==> config.mk <==
export PLATFORM = sky130hd
export DESIGN_NAME = serial_add_ctrl
export DESIGN_NICKNAME = d
export VERILOG_FILES = /design/src/rtl/serial_add_pkg.sv /design/src/rtl/serial_add_ctrl_fa_bit.sv /design/src/rtl/serial_add_ctrl.sv
export SDC_FILE = /design/constraint.sdc
export NUM_CORES = 1
export LEC_CHECK = 0
export BUFFER_PORTS_ARGS = -buffer_cell sky130_fd_sc_hd__clkbuf_2
export CORE_UTILIZATION = 35
export DETAILED_ROUTE_END_ITERATION = 7
export PLACE_DENSITY = 0.53
export SLEW_MARGIN = 20
export SYNTH_ARGS = -nofsm -noshare
export SYNTH_HDL_FRONTEND = slang
export SYNTH_SLANG_ARGS = --single-unit
export TNS_END_PERCENT = 5
==> constraint.sdc <==
create_clock -name clk -period 4 [get_ports clk]
set_clock_uncertainty 0.1 [all_clocks]
set_input_delay 0.4 -clock clk [delete_from_list [all_inputs] [get_ports clk]]
set_output_delay 0.4 -clock clk [all_outputs]
set_load 0.03 [all_outputs]
==> src/rtl/serial_add_pkg.sv <==
// Shared types and defaults for the bit-serial adder controller.
package serial_add_pkg;

  // Default operand and result width
  localparam int WIDTH_DEF = 8;

  // Controller sequencing states
  typedef enum logic [1:0] {
    IDLE = 2'd0,
    RUN  = 2'd1,
    DONE = 2'd2
  } state_t;

endpackage

==> src/rtl/serial_add_ctrl_fa_bit.sv <==
// Single 1-bit full-adder cell, time-shared across every bit of the word.
module fa_bit (
  input  logic a,
  input  logic b,
  input  logic ci,
  output logic s,
  output logic co
);

  // Sum and carry of one bit position
  always_comb begin
    s  = a ^ b ^ ci;
    co = (a & b) | (a & ci) | (b & ci);
  end

endmodule

==> src/rtl/serial_add_ctrl.sv <==
// Bit-serial adder: one full-adder cell computes a + b + ci over WIDTH
// cycles, LSB first, between valid/ready producer and consumer.
module serial_add_ctrl
  import serial_add_pkg::*;
#(
  parameter int WIDTH = WIDTH_DEF
) (
  input  logic             clk,
  input  logic             rst_n,
  input  logic             in_valid,
  output logic             in_ready,
  input  logic [WIDTH-1:0] a,
  input  logic [WIDTH-1:0] b,
  input  logic             ci,
  output logic             out_valid,
  input  logic             out_ready,
  output logic [WIDTH-1:0] sum,
  output logic             co,
  output logic             busy
);

  localparam int CW = $clog2(WIDTH);
  localparam logic [CW-1:0] LAST = CW'(WIDTH - 1);
  // Bit inserted at the top of the partial-sum register
  localparam logic [WIDTH-2:0] TOP1 = (WIDTH-1)'(1) << (WIDTH - 2);

  state_t           state;
  logic [WIDTH-1:0] a_reg, b_reg;
  logic             carry_reg;
  logic [CW-1:0]    cnt;
  // Low WIDTH-1 result bits; the final bit comes straight from the cell
  // on the completing edge, so the full-width shift never needs storing.
  logic [WIDTH-2:0] sum_reg;
  logic             cell_s, cell_co;

  fa_bit u_fa (
    .a  (a_reg[cnt]),
    .b  (b_reg[cnt]),
    .ci (carry_reg),
    .s  (cell_s),
    .co (cell_co)
  );

  // Sequencer: accept operands, step one bit per cycle, hold result until taken
  always_ff @(posedge clk or negedge rst_n) begin
    if (!rst_n) begin
      state     <= IDLE;
      in_ready  <= 1'b1;
      out_valid <= 1'b0;
      busy      <= 1'b0;
      sum       <= '0;
      co        <= 1'b0;
      cnt       <= '0;
      carry_reg <= 1'b0;
      a_reg     <= '0;
      b_reg     <= '0;
      sum_reg   <= '0;
    end else begin
      case (state)
        IDLE: begin
          if (in_valid) begin
            a_reg     <= a;
            b_reg     <= b;
            carry_reg <= ci;
            cnt       <= '0;
            in_ready  <= 1'b0;
            busy      <= 1'b1;
            state     <= RUN;
          end
        end
        RUN: begin
          sum_reg   <= (sum_reg >> 1) | (cell_s ? TOP1 : '0);
          carry_reg <= cell_co;
          cnt       <= cnt + CW'(1);
          if (cnt == LAST) begin
            sum       <= {cell_s, sum_reg};
            co        <= cell_co;
            cnt       <= '0;
            out_valid <= 1'b1;
            state     <= DONE;
          end
        end
        DONE: begin
          if (out_ready) begin
            out_valid <= 1'b0;
            busy      <= 1'b0;
            in_ready  <= 1'b1;
            state     <= IDLE;
          end
        end
        default: begin
          out_valid <= 1'b0;
          busy      <= 1'b0;
          in_ready  <= 1'b1;
          state     <= IDLE;
        end
      endcase
    end
  end

endmodule
# ---- Word level (Yosys, flattened, before mapping)
# Cells that the tools add are included.
dict set report totals {
  register_bits 41
  output_inout_bits 12
  word_cells 59
  in_bits 21
}
dict set report classes {
  eq_ne 6
  reduce_logical 8
  n_mux 22
  n_addsub 1
  bitwise 10
  order_cmp 1
}
# op count
set ops {}
lappend ops {{case mux 1 bit (3 select lines)} 3}
lappend ops {{AND reduction 3 bit} 3}
lappend ops {{2-to-1 mux 1 bit} 8}
lappend ops {{2-to-1 mux 7 bit} 1}
lappend ops {{OR 6 x 7 -> 7 bit} 1}
lappend ops {{binary-select mux 1 bit (select 3 bit)} 2}
lappend ops {{2-to-1 mux 2 bit} 3}
lappend ops {{2-to-1 mux 3 bit} 2}
lappend ops {{!= test 2 bit, second input constant} 3}
lappend ops {{case mux 2 bit (3 select lines)} 1}
lappend ops {{case mux 3 bit (2 select lines)} 1}
lappend ops {{AND reduction 2 bit} 3}
lappend ops {{less-than comparator 3 x 4 -> 1 bit, second input constant} 1}
lappend ops {{adder 3 x 1 -> 3 bit, second input constant} 1}
lappend ops {{bitwise AND 1 bit} 3}
lappend ops {{== test 3 bit, second input constant} 1}
lappend ops {{== test 2 x 1 -> 1 bit, second input constant} 1}
lappend ops {{== test 2 bit, second input constant} 1}
lappend ops {{zero test 2 bit} 1}
lappend ops {{inverter 1 bit} 2}
lappend ops {{OR 1 bit} 2}
lappend ops {{case mux 1 bit (2 select lines)} 1}
lappend ops {{nonzero test 2 bit} 1}
lappend ops {{bitwise XOR 1 bit} 2}

# ---- Longest topological paths before layout
# Gate-level depths: netlist of run 1.
dict set report logic_depth {
  depth_word 6
  ltp_mapped 6
  ltp_nobuf 5
}

# ---- By module
# A second synthesis of run 1 with hierarchy kept.
dict set report unflattened {
  cells_unflattened 132
  hier_area_um2 1800.5
}
# module seq_area_each_um2 area_per_inst_um2 n_inst cells_each
set by_module_without_submodules {}
lappend by_module_without_submodules {serial_add_ctrl 1027.2 1780.5 1 131}
lappend by_module_without_submodules {fa_bit 0.0 20.0 1 1}

# ---- Worst setup path before layout of run 1
# No wires, ideal clock.
dict set report synth_path {
  kind {reg2reg}
  from {register cnt[0]}
  to {register sum[7]}
  path_stages_with_launch 6
  required_time_ns 3.817
  period_less_slack_ns 1.949
  setup_time_ns 0.083
  path_slack_ns 2.051
  path_buffers 1
  arrival_time_ns 1.766
  cell_sequence {dfrtp_1 buf_6 mux4_1 mux2i_1 fa_1 o21ai_0}
}
dict set report synth_via {
  elab_chain_len 4
  elab_cells_between_ends 8
  cone_classes {1 x eq/ne; 4 x mux; 2 x bitwise; 1 x reduce/logical}
}
# element line_no
set synth_lines {}
lappend synth_lines {{from (decl)} serial_add_ctrl.sv:30} ;# logic [CW-1:0] cnt;
lappend synth_lines {{from (signal assigned)} serial_add_ctrl.sv:74} ;# cnt <= cnt + CW'(1);
lappend synth_lines {{binary-select mux 1 bit (select 3 bit), on equally long branches} {serial_add_ctrl.sv:37, serial_add_ctrl.sv:38}}
lappend synth_lines {{2-to-1 mux 1 bit, on equally long branches} {serial_add_ctrl.sv:37, serial_add_ctrl.sv:38}}
lappend synth_lines {{bitwise XOR 1 bit (2 in series)} serial_add_ctrl_fa_bit.sv:12} ;# s = a ^ b ^ ci;
lappend synth_lines {{to (signal assigned)} serial_add_ctrl.sv:76} ;# sum <= {cell_s, sum_reg};
lappend synth_lines {{to (decl)} serial_add_ctrl.sv:17} ;# output logic [WIDTH-1:0] sum,
# Parallel ways exist; a longest one is shown, timed or not. The select of a mux whose other input is x is not followed.
# A chain may end at the register's enable or synchronous reset.

# ---- Worst setup path after layout of run 1
dict set report layout_path {
  from {register cnt[0]}
  to {register sum_reg[6]}
}
dict set report layout_via {
  elab_chain_len 6
  elab_cells_between_ends 8
  cone_classes {5 x mux; 3 x bitwise}
}
# element line_no
set layout_lines {}
lappend layout_lines {{binary-select mux 1 bit (select 3 bit), on equally long branches} {serial_add_ctrl.sv:37, serial_add_ctrl.sv:38}}
lappend layout_lines {{2-to-1 mux 1 bit, on equally long branches} {serial_add_ctrl.sv:37, serial_add_ctrl.sv:38}}
lappend layout_lines {{bitwise XOR 1 bit * (2 in series)} serial_add_ctrl_fa_bit.sv:12}
lappend layout_lines {{2-to-1 mux 7 bit *} serial_add_ctrl.sv:72} ;# sum_reg <= (sum_reg >> 1) | (cell_s ? TOP1 : '0);
lappend layout_lines {{OR 6 x 7 -> 7 bit *} serial_add_ctrl.sv:72}
lappend layout_lines {{to (signal assigned)} serial_add_ctrl.sv:72}
lappend layout_lines {{to (decl)} serial_add_ctrl.sv:33} ;# logic [WIDTH-2:0] sum_reg;
# Mark *: on every way between the ends. The rest lies on a longest branch, timed or not. The select of a mux whose other input is x is not followed.

==> run metrics, run 1 <==
area delta synth->final 13.7%; die height 74.0 µm; CTS sink cnt 41; H-tree depth 2; top cells by area, synth dfrtp_1 55%, nand2_1 11%, mux2_2 8.1%; slew margin rel. 40.0%; post-CTS sizing 0; Seq/Total Area, Yosys 56.5%; largest net degree at the start of global routing 42; clock power share 15.8%; flop2flop setup slack 1.87 ns; Mapped Area 1820 µm²; drt first pass iters 4; Post-synth ARST share 100%; Core Util, Final 42.6%; Avg WL per Cell 12.5 µm; Synth Register Bits 41; layout cells sized above 1 30.5%; Routed Wire Length 3170 µm; Min-Delay Path Class in -> async; crit start category register; WP data arrival 2.23 ns; Final TNS setup 0 ns; most used flip-flop cell after synthesis dfrtp_1; Max clock buf depth 2; post-route DRC violation count 0; n_diodes 0; clk_lat worst skew 0.29 ns; Setup WS pre-CTS 1.89 ns; routability cong. 0.716; critical path capture point type register; status completed; CTS tree yes; Rows 25; starting density of the core 37.5%; mean area per synthesized cell 11.6 µm²; crit share post-route 53.2%; gr ovfl total 0; power density cells 807 nW/µm²; Unique masters post-synth 25; non-filler instance count after layout 254; Post-CTS Setup Inserts 0; Final Net Count 210; critical-path maximum fanout 7; Synth top cells by count 55 x nand2_1, 40 x dfrtp_1, 13 x mux2_2; Vias 1162; count leader, synth nand2_1; Synth area leader dfrtp_1; PnR worst setup slack 1.87 ns; cts hold-fix bufs 0; RSZ-0062 raised after global routing no; Detailed Route Iter0 Violations 63; Ports 33; post-DP HPWL 2190 µm; placement-stage cell area 1980 µm²; final non-filler cell area 2070 µm²; vias in the first global route 1200; critical path class reg -> reg; Cells after Synth 156; transition time of the tightest slew-check pin 0.900 ns; Routed Antenna Nets 0; Final Hold Violating Endpoints 0; Synth top area share 55.1%; fillcell total 479; Syn. warnings 0; Logic pwr share 38.7%; root buffer cell clkbuf_8; syn nets 180; Final Max Tran Viols 0; highest clock rate 470 MHz; Req. time, crit path 4.10 ns; initial antenna violation count 0; Die Width 74.0 µm; Net Sw Power 0.000638 W; full die area 5480 µm²; worst reg2reg path startpoint cnt[0]; Sw Share 38.3%; drt via density 4.57; Core Area 4850 µm²; worst r2r dst sum_reg[6]; Inserted Clock Buffers 5; final setup fails 0; R2R depth 4; Max-Cap Viols 0; Pint 0.00103 W; Final min period 2.13 ns; global-route wire length before repair 5300 µm; max FFs per register 15; P_leak 1.05 nW; Max VDD drop 0.293 mV; GRT Util Overall 12.9%; number of flops mapped to enable cells by yosys 0; number of port buffers 32; sequential power share 45.5%; Worst-path clk slew 0.08 ns; DP Cell Count 246
==> layout by cell type (no fill, tap or decap), drive strengths merged, types with 2 or more instances in the layout <==
cell type / Yosys / routed
dfrtp: 40 / 40
mux2i: 2 / 2
o21ai: 7 / 7
ha: 2 / 2
mux2: 13 / 13
clkbuf: 0 / 36
nand2b: 3 / 3
nor2: 2 / 2
clkinv: 0 / 2
nand3: 4 / 4
inv: 3 / 3
mux4: 4 / 4
nand2: 55 / 55
a21oi: 3 / 3
==> layer usage <==
metal / GRT usage, % / vias to the layer above / wire, µm
met4: 4.49 / 0 / 52
met1: 15.4 / 554 / 1460
met5: 0 / - / 0
met3: 3.93 / 8 / 159
met2: 22.1 / 28 / 1500
li1: - / 572 / -
==> area by class of cell <==
cell class	count	area, µm²	area share, %
Multi-Input combinational cell	103	697	33.7
Clock buffer	5	68.8	3.33
Tap cell	67	83.8	4.06
Timing Repair Buffer	32	160	7.75
Clock inverter	3	17.5	0.848
Inverter	3	11.3	0.545
Sequential cell	41	1030	49.7
==> critical path, stage by stage, from the launching register on <==
cell and delay (ns):
dfrtp_1 0.51, mux4_1 0.60, mux2i_1 0.20, fa_1 0.45, o21ai_0 0.18
==> cell families after synthesis <==
kind of cell / share of synthesized area (%)
mux: 14.9
simple gates: 16.9
buf+inv: 5.10
compound gates: 3.99
flops: 56.5
fa+ha+maj: 2.48
==> worst max-delay path by stage <==
| stage | startpoint | to | depth (start not counted) |
|---|---|---|---|
| after global routing | cnt[0] | sum_reg[6] | 4 |
| after floorplan | cnt[0] | sum[7] | 5 |
| final | cnt[0] | sum_reg[6] | 4 |
| after detailed placement | cnt[0] | sum_reg[6] | 4 |
| after global placement | cnt[0] | sum_reg[6] | 4 |
| after CTS | cnt[0] | sum_reg[6] | 4 |
==> power groups by stage <==
stage	sequential, W	combinational, W	clock [W]
after global routing	0.000785	0.000726	0.000290
after detailed placement	0.000767	0.000657	0
after floorplan	0.000811	0.000482	0
final	0.000758	0.000645	0.000264
after CTS	0.000761	0.000661	0.000268
after global placement	0.000757	0.000638	0
==> stage by stage <==
step / hold WS [ns] / power (W)
2_1_floorplan: 0.00441 / 0.00129
3_3_place_gp: 0.360 / 0.00140
3_5_place_dp: 0.363 / 0.00142
4_1_cts: 0.194 / 0.00169
5_1_grt: 0.194 / 0.00180
6_report: 0.122 / 0.00167
(Power assumes the default switching activity.)
==> run 2, diff against run 1 <==
- PLACE_DENSITY: 0.53 -> 0.55
- clock period: 4 -> 1.9 ns (I/O delays scaled with it)
==> run metrics, run 2 (synthesis gave the netlist of run 1 again) <==
status complete, but fails checks; failing checks negative setup slack; transition time of the tightest slew-check pin 0.337 ns; Req. time, crit path 2.01 ns; post-route DRC violation count 0; Avg WL per Cell 12.0 µm; Final Net Count 228; R2R depth 4; die height 74.0 µm; n_diodes 0; vias in the first global route 1309; Final min period 1.99 ns; highest clock rate 503 MHz; Final TNS setup -0.159 ns; PnR worst setup slack -0.0865 ns; initial antenna violation count 0; hold path cells 3; M2 GR Usage 25.3%; routability cong. 0.770; Max-Cap Viols 0; Final Max Tran Viols 0; Worst-path clk slew 0.08 ns; GR peak layer met2; commonest non-fill, non-tap cell in the layout nand2_1; crit share post-route 105%; routing usage on met3 4.88%; starting density of the core 37.5%; Core Area 4850 µm²; CTS sink cnt 41; H-tree depth 2; gr ovfl total 0; Routed Wire Length 3260 µm; Die Width 74.0 µm; Inserted Clock Buffers 5; Routed Antenna Nets 0; WP data arrival 2.10 ns; layout cells sized above 1 33.2%; Ports 33; Final Hold Violating Endpoints 0; drt via density 4.53; critical path class reg -> reg; Vias 1233; Detailed Route Iter0 Violations 29; power density cells 1640 nW/µm²; GRT Util Overall 14.2%; final setup fails 2; critical path capture point type register; CTS tree yes; number of port buffers 32; global-route wire length before repair 5750 µm; largest net degree at the start of global routing 42; Rows 25; critical-path maximum fanout 7; P_leak 1.12 nW; slew margin rel. 77.5%; RSZ-0062 raised after global routing yes; crit start category register; post-DP HPWL 2250 µm; total power 0.00371 W; non-filler instance count after layout 272; grt met1 use 15.4%; full die area 5480 µm²; DP Cell Count 250; commonest cells after routing, fill and taps aside 55 x nand2_1, 39 x dfrtp_1, 32 x clkbuf_2; Max clock buf depth 2; Max VDD drop 0.493 mV; clk_lat worst skew 0.29 ns; area delta synth->final 24.2%; Post-CTS Setup Inserts 0; Min-Delay Path Class in -> reg; root buffer cell clkbuf_8; drt first pass iters 4; max FFs per register 15; Core Util, Final 46.6%
==> run 2: layer usage <==
metal / vias up / part of all wire (%)
met1: 593 / 46
li1: 612 / -
met5: - / 0
met3: 2 / 3.3
met2: 26 / 50
met4: 0 / 0.67
==> run 2: worst max-delay path, stage by stage, from the launching register on <==
cell and delay [ns]:
dfrtp_2 0.48, mux4_2 0.54, mux2i_2 0.19, fa_1 0.45, o21ai_1 0.14
==> run 2: final cells by class <==
class	count	area [µm²]
clock buffer	7	96.3
clock inverter	1	5.00
fill	476	2590
inverter	3	11.3
multi-input combinational	103	689
sequential	41	1030
tap	67	83.8
timing repair buffer	50	343
==> run 2: stage by stage <==
step | worst slack, ns | hold WS [ns] | instance area (µm²)
2_1_floorplan | 0.00971 | -0.206 | 1810
6_report | -0.0865 | 0.00783 | 2260
4_1_cts | -0.117 | 0.000840 | 2250
3_3_place_gp | -0.0872 | 0.0817 | 2010
3_5_place_dp | -0.192 | 0.0812 | 2010
5_1_grt | -0.194 | 0.00493 | 2260
==> run 2: power by group <==
part	switching, W	leakage, nW	internal (W)
combinational	0.000782	0.564	0.000715
sequential	0.000310	0.501	0.00129
clock	0.000279	0.0542	0.000328
==> run 2: path summary, 6_finish.rpt <==
check	startpoint	end	slack (ns)
setup / recovery	cnt[0]	sum_reg[6]	-0.09
hold / removal	a[7]	a_reg[7]	0.008
setup reg to reg	cnt[0]	sum_reg[6]	-0.09
hold reg to reg	b_reg[7]	b_reg[7]	0.38
max in group asynchronous	rst_n	in_ready	1.13
min in group asynchronous	rst_n	sum[1]	0.31
==> run 2: repair_timing <==
item	4_1_cts	5_1_grt
resized for setup	4	1
endpoints found under the setup margin	2	2
hold buffers	14	0
pin swaps	1	1
hold endpoints to repair	53	0
